### config.mk
export PLATFORM = sky130hd
export DESIGN_NAME = mem_port_arbiter
export DESIGN_NICKNAME = d
export VERILOG_FILES = /design/src/rtl/mem_port_arbiter.sv
export SDC_FILE = /design/constraint.sdc
export NUM_CORES = 1
export LEC_CHECK = 0
export CAP_MARGIN = 0
export CORE_AREA = 2 2 285 287
export CTS_CLUSTER_SIZE = 20
export DETAILED_ROUTE_END_ITERATION = 10
export DIE_AREA = 0 0 287 289
export SLEW_MARGIN = 30
export SYNTH_ARGS = -nofsm -noshare
export SYNTH_HDL_FRONTEND = slang
export SYNTH_SLANG_ARGS = --single-unit
export TNS_END_PERCENT = 50
### constraint.sdc
create_clock -name clk -period 3.6 [get_ports clk]
set_clock_uncertainty 0.05 [all_clocks]
set_input_delay 1.08 -clock clk [delete_from_list [all_inputs] [get_ports clk]]
set_output_delay 1.08 -clock clk [all_outputs]
set_load 0.05 [all_outputs]
### src/rtl/mem_port_arbiter.sv
// -----------------------------------------------------------------------------
// mem_port_arbiter
//
// Shares one single-port AXI controller among NPORT requesters (I-cache,
// D-cache, MMIO). A round-robin search picks the winner, whose command is
// latched and issued downstream as a one-cycle request. While the controller
// is busy, the refill-FIFO index, data and done handshake are steered between
// the granted requester and the controller. Every transaction ends with a
// RELEASE cycle, so there is always an idle cycle before the next grant. A
// requester can keep the controller across transactions (for example a
// writeback followed by a refill) by holding lock_i.
//
// Ports
//   clk, rst_n      clock (rising edge), asynchronous active-low reset
//   req_i           per-port request level, held until done
//   rw_i            per-port direction (0 read, 1 write)
//   addr_i          per-port address, port p at [p*ADDR_W +: ADDR_W]
//   wdata_i         per-port write data, port p at [p*DATA_W +: DATA_W]
//   len_i           per-port burst length, port p at [p*LEN_W +: LEN_W]
//   lock_i          per-port "keep the grant after this transaction"
//   fifo_idx_i      per-port refill-FIFO bit index, port p at [p*IDX_W +: IDX_W]
//   fifo_done_i     per-port "FIFO consumed"
//   gnt_o           one-hot grant, held from ISSUE through RELEASE
//   done_o          per-port done, only the granted bit can be set
//   rdata_o         controller FIFO data, broadcast to all ports
//   dn_ready_i      controller idle and able to accept a request
//   dn_req_o        one-cycle request pulse to the controller
//   dn_rw_o, dn_addr_o, dn_wdata_o, dn_len_o   latched command
//   dn_rdata_i      controller FIFO data
//   dn_done_i       controller transaction done (level)
//   dn_fifo_idx_o   FIFO index forwarded from the granted port
//   dn_fifo_done_o  FIFO-consumed forwarded from the granted port
// -----------------------------------------------------------------------------
module mem_port_arbiter #(
    parameter int NPORT  = 3,
    parameter int ADDR_W = 64,
    parameter int DATA_W = 64,
    parameter int LEN_W  = 8,
    parameter int IDX_W  = 9
) (
    input  logic                    clk,
    input  logic                    rst_n,
    input  logic [NPORT-1:0]        req_i,
    input  logic [NPORT-1:0]        rw_i,
    input  logic [NPORT*ADDR_W-1:0] addr_i,
    input  logic [NPORT*DATA_W-1:0] wdata_i,
    input  logic [NPORT*LEN_W-1:0]  len_i,
    input  logic [NPORT-1:0]        lock_i,
    input  logic [NPORT*IDX_W-1:0]  fifo_idx_i,
    input  logic [NPORT-1:0]        fifo_done_i,
    output logic [NPORT-1:0]        gnt_o,
    output logic [NPORT-1:0]        done_o,
    output logic [DATA_W-1:0]       rdata_o,
    input  logic                    dn_ready_i,
    output logic                    dn_req_o,
    output logic                    dn_rw_o,
    output logic [ADDR_W-1:0]       dn_addr_o,
    output logic [DATA_W-1:0]       dn_wdata_o,
    output logic [LEN_W-1:0]        dn_len_o,
    input  logic [DATA_W-1:0]       dn_rdata_i,
    input  logic                    dn_done_i,
    output logic [IDX_W-1:0]        dn_fifo_idx_o,
    output logic                    dn_fifo_done_o
);

    localparam int PTR_W = (NPORT > 2) ? 2 : 1;

    typedef enum logic [1:0] {
        S_IDLE    = 2'd0,
        S_ISSUE   = 2'd1,
        S_BUSY    = 2'd2,
        S_RELEASE = 2'd3
    } state_t;

    state_t             state_q, state_d;
    logic [PTR_W-1:0]   ptr_q, ptr_d;
    logic [PTR_W-1:0]   own_q, own_d;
    logic               lock_hold_q, lock_hold_d;
    logic [NPORT-1:0]   gnt_q, gnt_d;
    logic               dn_req_q, dn_req_d;
    logic               dn_rw_q, dn_rw_d;
    logic [ADDR_W-1:0]  dn_addr_q, dn_addr_d;
    logic [DATA_W-1:0]  dn_wdata_q, dn_wdata_d;
    logic [LEN_W-1:0]   dn_len_q, dn_len_d;

    logic [NPORT-1:0]   own_mask;
    logic               lock_own;
    logic [NPORT-1:0]   eligible;
    logic               win_vld;
    logic [PTR_W-1:0]   win_idx;
    logic [NPORT-1:0]   win_mask;
    logic [PTR_W-1:0]   own_next;
    int                 cand;
    logic               in_busy;
    logic               fifo_done_fwd;

    // -------------------------------------------------------------------------
    // Arbitration: owner decode, lock filtering and cyclic search from ptr.
    // -------------------------------------------------------------------------
    always_comb begin
        for (int p = 0; p < NPORT; p++) begin
            own_mask[p] = (int'(own_q) == p);
        end
        lock_own = |(lock_i & own_mask);

        // A held lock only narrows the field while the owner keeps lock_i up;
        // once it drops, everyone competes again in the same cycle.
        eligible = req_i;
        if (lock_hold_q && lock_own) begin
            eligible = req_i & own_mask;
        end

        win_vld = 1'b0;
        win_idx = '0;
        cand    = 0;
        for (int i = 0; i < NPORT; i++) begin
            cand = (int'(ptr_q) + i) % NPORT;
            if (!win_vld && eligible[cand]) begin
                win_vld = 1'b1;
                win_idx = cand[PTR_W-1:0];
            end
        end

        for (int p = 0; p < NPORT; p++) begin
            win_mask[p] = win_vld && (int'(win_idx) == p);
        end

        own_next = (int'(own_q) == NPORT - 1) ? '0 : own_q + 1'b1;
    end

    // -------------------------------------------------------------------------
    // Downstream handshake steering (combinational in BUSY only).
    // -------------------------------------------------------------------------
    always_comb begin
        in_busy       = (state_q == S_BUSY);
        fifo_done_fwd = in_busy && dn_done_i && |(fifo_done_i & own_mask);

        done_o         = (in_busy && dn_done_i) ? own_mask : '0;
        dn_fifo_done_o = fifo_done_fwd;
        dn_fifo_idx_o  = '0;
        if (in_busy) begin
            dn_fifo_idx_o = fifo_idx_i[int'(own_q)*IDX_W +: IDX_W];
        end
        rdata_o = dn_rdata_i;
    end

    // -------------------------------------------------------------------------
    // FSM next-state and registered outputs.
    // -------------------------------------------------------------------------
    always_comb begin
        state_d     = state_q;
        ptr_d       = ptr_q;
        own_d       = own_q;
        lock_hold_d = lock_hold_q;
        gnt_d       = gnt_q;
        dn_req_d    = 1'b0;
        dn_rw_d     = dn_rw_q;
        dn_addr_d   = dn_addr_q;
        dn_wdata_d  = dn_wdata_q;
        dn_len_d    = dn_len_q;

        unique case (state_q)
            S_IDLE: begin
                gnt_d       = '0;
                lock_hold_d = lock_hold_q && lock_own;
                if (dn_ready_i && win_vld) begin
                    own_d      = win_idx;
                    gnt_d      = win_mask;
                    dn_req_d   = 1'b1;
                    dn_rw_d    = rw_i[win_idx];
                    dn_addr_d  = addr_i[int'(win_idx)*ADDR_W +: ADDR_W];
                    dn_wdata_d = wdata_i[int'(win_idx)*DATA_W +: DATA_W];
                    dn_len_d   = len_i[int'(win_idx)*LEN_W +: LEN_W];
                    state_d    = S_ISSUE;
                end
            end
            S_ISSUE: begin
                state_d = S_BUSY;
            end
            S_BUSY: begin
                if (fifo_done_fwd) begin
                    state_d = S_RELEASE;
                end
            end
            S_RELEASE: begin
                // A locking owner keeps ptr so it does not lose its turn
                // position once the chained sequence finishes.
                lock_hold_d = lock_own;
                ptr_d       = lock_own ? ptr_q : own_next;
                gnt_d       = '0;
                state_d     = S_IDLE;
            end
            default: begin
                state_d = S_IDLE;
            end
        endcase
    end

    always_ff @(posedge clk or negedge rst_n) begin
        if (!rst_n) begin
            state_q     <= S_IDLE;
            ptr_q       <= '0;
            own_q       <= '0;
            lock_hold_q <= 1'b0;
            gnt_q       <= '0;
            dn_req_q    <= 1'b0;
            dn_rw_q     <= 1'b0;
            dn_addr_q   <= '0;
            dn_wdata_q  <= '0;
            dn_len_q    <= '0;
        end else begin
            state_q     <= state_d;
            ptr_q       <= ptr_d;
            own_q       <= own_d;
            lock_hold_q <= lock_hold_d;
            gnt_q       <= gnt_d;
            dn_req_q    <= dn_req_d;
            dn_rw_q     <= dn_rw_d;
            dn_addr_q   <= dn_addr_d;
            dn_wdata_q  <= dn_wdata_d;
            dn_len_q    <= dn_len_d;
        end
    end

    assign gnt_o      = gnt_q;
    assign dn_req_o   = dn_req_q;
    assign dn_rw_o    = dn_rw_q;
    assign dn_addr_o  = dn_addr_q;
    assign dn_wdata_o = dn_wdata_q;
    assign dn_len_o   = dn_len_q;

endmodule

==> flow_summary.json, run 1 <==
{
  "place_area_um2": 15900,
  "rsz0062_at_grt": "false",
  "required_ps": 2470,
  "dr.pass1.iters": 4,
  "clock_latency_ps": 470,
  "irDropWorstVdd_mv": 0.416,
  "die_area_um2": 82900,
  "viasPerCell": 3.75,
  "syn_inst": 974,
  "slowest_stage": "clkdlybuf4s50_1",
  "dp.cells": 2553,
  "start_util_pct": 10.7,
  "maxCapViolCount": 0,
  "std_cell_rows": 104,
  "io-pin-count": 733,
  "htree_levels": 4,
  "wl_um": 43900,
  "status": "completed",
  "final_nets": 2033,
  "synth-seq-cells": 148,
  "pre_cts_slack_ps": -37.9,
  "worst_pin_slew_ps": 681,
  "arrival_ps": 2220,
  "ant_nets": 0,
  "r2r_end": "dn_len_o[1]$_DFFE_PN0P_",
  "cts_buffers": 17,
  "postCtsSetupRepairBufs": 0,
  "port-buffer-count": 604,
  "yosys_warnings": 0,
  "power.density_nw_per_um2": 887,
  "crit_buf_inv": 2,
  "syn_nets": 1495,
  "grt_usage_pct": 10.1,
  "reg2reg_depth": 8,
  "post-route-drc-count": 0,
  "hold_buffers": 0,
  "timing.final.crit_share_pct": 93.0,
  "setup_viol": 0,
  "grt_pass1_wl_um": 62000,
  "wl_per_cell_um": 17.0,
  "die_y_um": 289,
  "synth_edf_count": 0,
  "yosysUniqueCellTypes": 44,
  "crit_type": "primary input to primary output",
  "yosysMostFrequentCell": "dfrtp_1",
  "synth_ff_type": "dfrtp_1",
  "area_growth_pct": 93.5,
  "hold_class": "flop to flop",
  "whs_endpoint": "gnt_o[0]$_DFFE_PN0P_",
  "yosysTopAreaCell": "dfrtp_1",
  "hold-worst-slack_ps": 441,
  "cts.sinks": 148,
  "path_clk_slew_ps": 70,
  "whs_path_depth": 1,
  "synthArstFlopShare_pct": 100,
  "r2r_setup_slack_ps": 600,
  "cp_cell_sequence": "clkdlybuf4s50_1 -> nand2_1 -> nor3b_1 -> buf_12",
  "start_kind": "primary input",
  "cpPeakStageDelay_ps": 470,
  "num_vias": 9688,
  "root_buffer": "clkbuf_16",
  "ys_seq_area_share_pct": 43.5,
  "path_delay_family": "buffers and inverters",
  "grt_pass1_vias": 9811,
  "core_region_area_um2": 79900,
  "cts_tree": "built",
  "maxSlewHeadroom_pct": 54.4,
  "grt_max_degree": 75,
  "synth_area_per_cell_um2": 8.74,
  "die_x_um": 287,
  "power_leakage_uw": 0.00609,
  "synth_top_area_share_pct": 43.5,
  "final_area_um2": 16500,
  "rr_startpoint": "own_q[0]$_DFFE_PN0P_",
  "synth.area.top_cells": "dfrtp_1 (43%), a22oi_1 (12%), a31oi_1 (10%)",
  "crit_path_end_kind": "primary output",
  "final_max_slew_viol_count": 0,
  "antenna_found_initial": 3,
  "globalplace.congestion": 0.826,
  "clock.fmax_mhz": 299,
  "clock_path_buffers": 2,
  "cp_max_fo": 4,
  "cts_resized": 0,
  "final_cells": 2584,
  "min_from": "gnt_o[0]$_DFFE_PN0P_",
  "fin_ws_ps": 251,
  "finalCriticalPeriod_ps": 3350,
  "finalHoldViolCount": 0,
  "overflow": 0,
  "drive_above_1_share_pct": 8.67,
  "synth.cell_area_um2": 8520,
  "synth_common_cells": "dfrtp_1 (148), nor2_1 (141), nand3_1 (140)",
  "drt_first_iter_violations": 327,
  "hpwl_um": 35700
}
==> power by group <==
part           switching (uW)  internal, uW  total (uW)  leakage, uW
clock                     815           960        1780     0.000264
combinational            6120          3680        9800      0.00416
sequential                540          2510        3040      0.00167
total                    7470          7140       14600      0.00609
==> per-layer routing <==
metal	global-route usage (%)	vias to the layer above	wire length [um]
met3	4.43	73	4860
met2	17.5	493	21300
met5	0	-	25
met4	5.33	4	1670
met1	10.4	4463	16100
li1	-	4655	-
==> registers in the layout, summed over array words and instances (netlist names) <==
register,cells
dn_addr_o,64
dn_wdata_o,64
dn_len_o,8
gnt_o,3
own_q,2
ptr_q,2
state_q,2
dn_req_o,1
dn_rw_o,1
lock_hold_q,1
==> area by class of cell <==
class,count,area [um2]
clock inverters,12,108
flip-flops and latches,148,3700
clock buffers,18,439
repair buffers,682,6980
well taps,1060,1330
fillers,8859,63400
multi-input cells,657,3890
diodes,1,2.50
inverters,6,22.5
==> worst max-delay path by stage <==
stage / start / to / slack, ps / cells after the start
floorplan: dn_done_i / done_o[2] / 140 / 2
global route: own_q[0]$_DFFE_PN0P_ / dn_fifo_idx_o[7] / 70 / 6
CTS: dn_done_i / done_o[2] / 240 / 4
global placement: lock_i[2] / dn_wdata_o[18]$_DFFE_PN0P_ / 20 / 8
detailed placement: lock_i[2] / dn_len_o[1]$_DFFE_PN0P_ / -40 / 8
finish: dn_done_i / done_o[2] / 250 / 4
==> stage by stage <==
stage	total power (uW)	TNS (ps)	utilization, %
2_1_floorplan	9030	0	-
3_3_place_gp	12900	0	19.9
3_5_place_dp	13000	-94.1	19.9
4_1_cts	14900	0	20.6
5_1_grt	15500	0	20.6
6_report	14600	0	20.6
==> cell usage in the layout, fill, tap and decap left out, types with 3 or more instances in the layout <==
master           Yosys  final
clkdlybuf4s50_1      0    588
dfrtp_1            148    148
nor2_1             141    141
nand3_1            140    140
a22oi_1            137    137
a31oi_1            137    137
buf_4               75     62
buf_12               0     31
clkbuf_16            0     17
nand2_1             14     14
o21ai_0             14     14
mux2i_1             12     12
and2_1              10     10
inv_1                6      6
ha_1                 6      6
mux2_2               4      4
clkinv_2             0      4
nor2b_1              3      3
clkinvlp_4           0      3
==> worst reg2reg max path, delay by kind of cell, from the launching register on <==
family                 cells  cell delay [ps]
AO/OA/AOI/OAI              2              600
buffers and inverters      3              780
flip-flops                 1              620
AND/OR/NAND/NOR            3              840
==> logic make-up (layout without fill, tap and decap cells) <==
group	count (synthesis)	count (layout)	synth area share (%)
muxes	16	16	1.94
adders and majority gates	7	7	1.01
AOI/OAI and AO/OA	312	312	25.3
other	0	1	0
and+or+nand+nor	322	322	17.2
buffers and inverters	169	718	11.0
DFF	148	148	43.5
Power figures use the tool's default switching activity.
==> inputs of run 2 (changes only) <==
- CAP_MARGIN: 0 -> 20
==> results of run 2 <==
No change in the layout: final DEF, timing and power equal those of run 1.
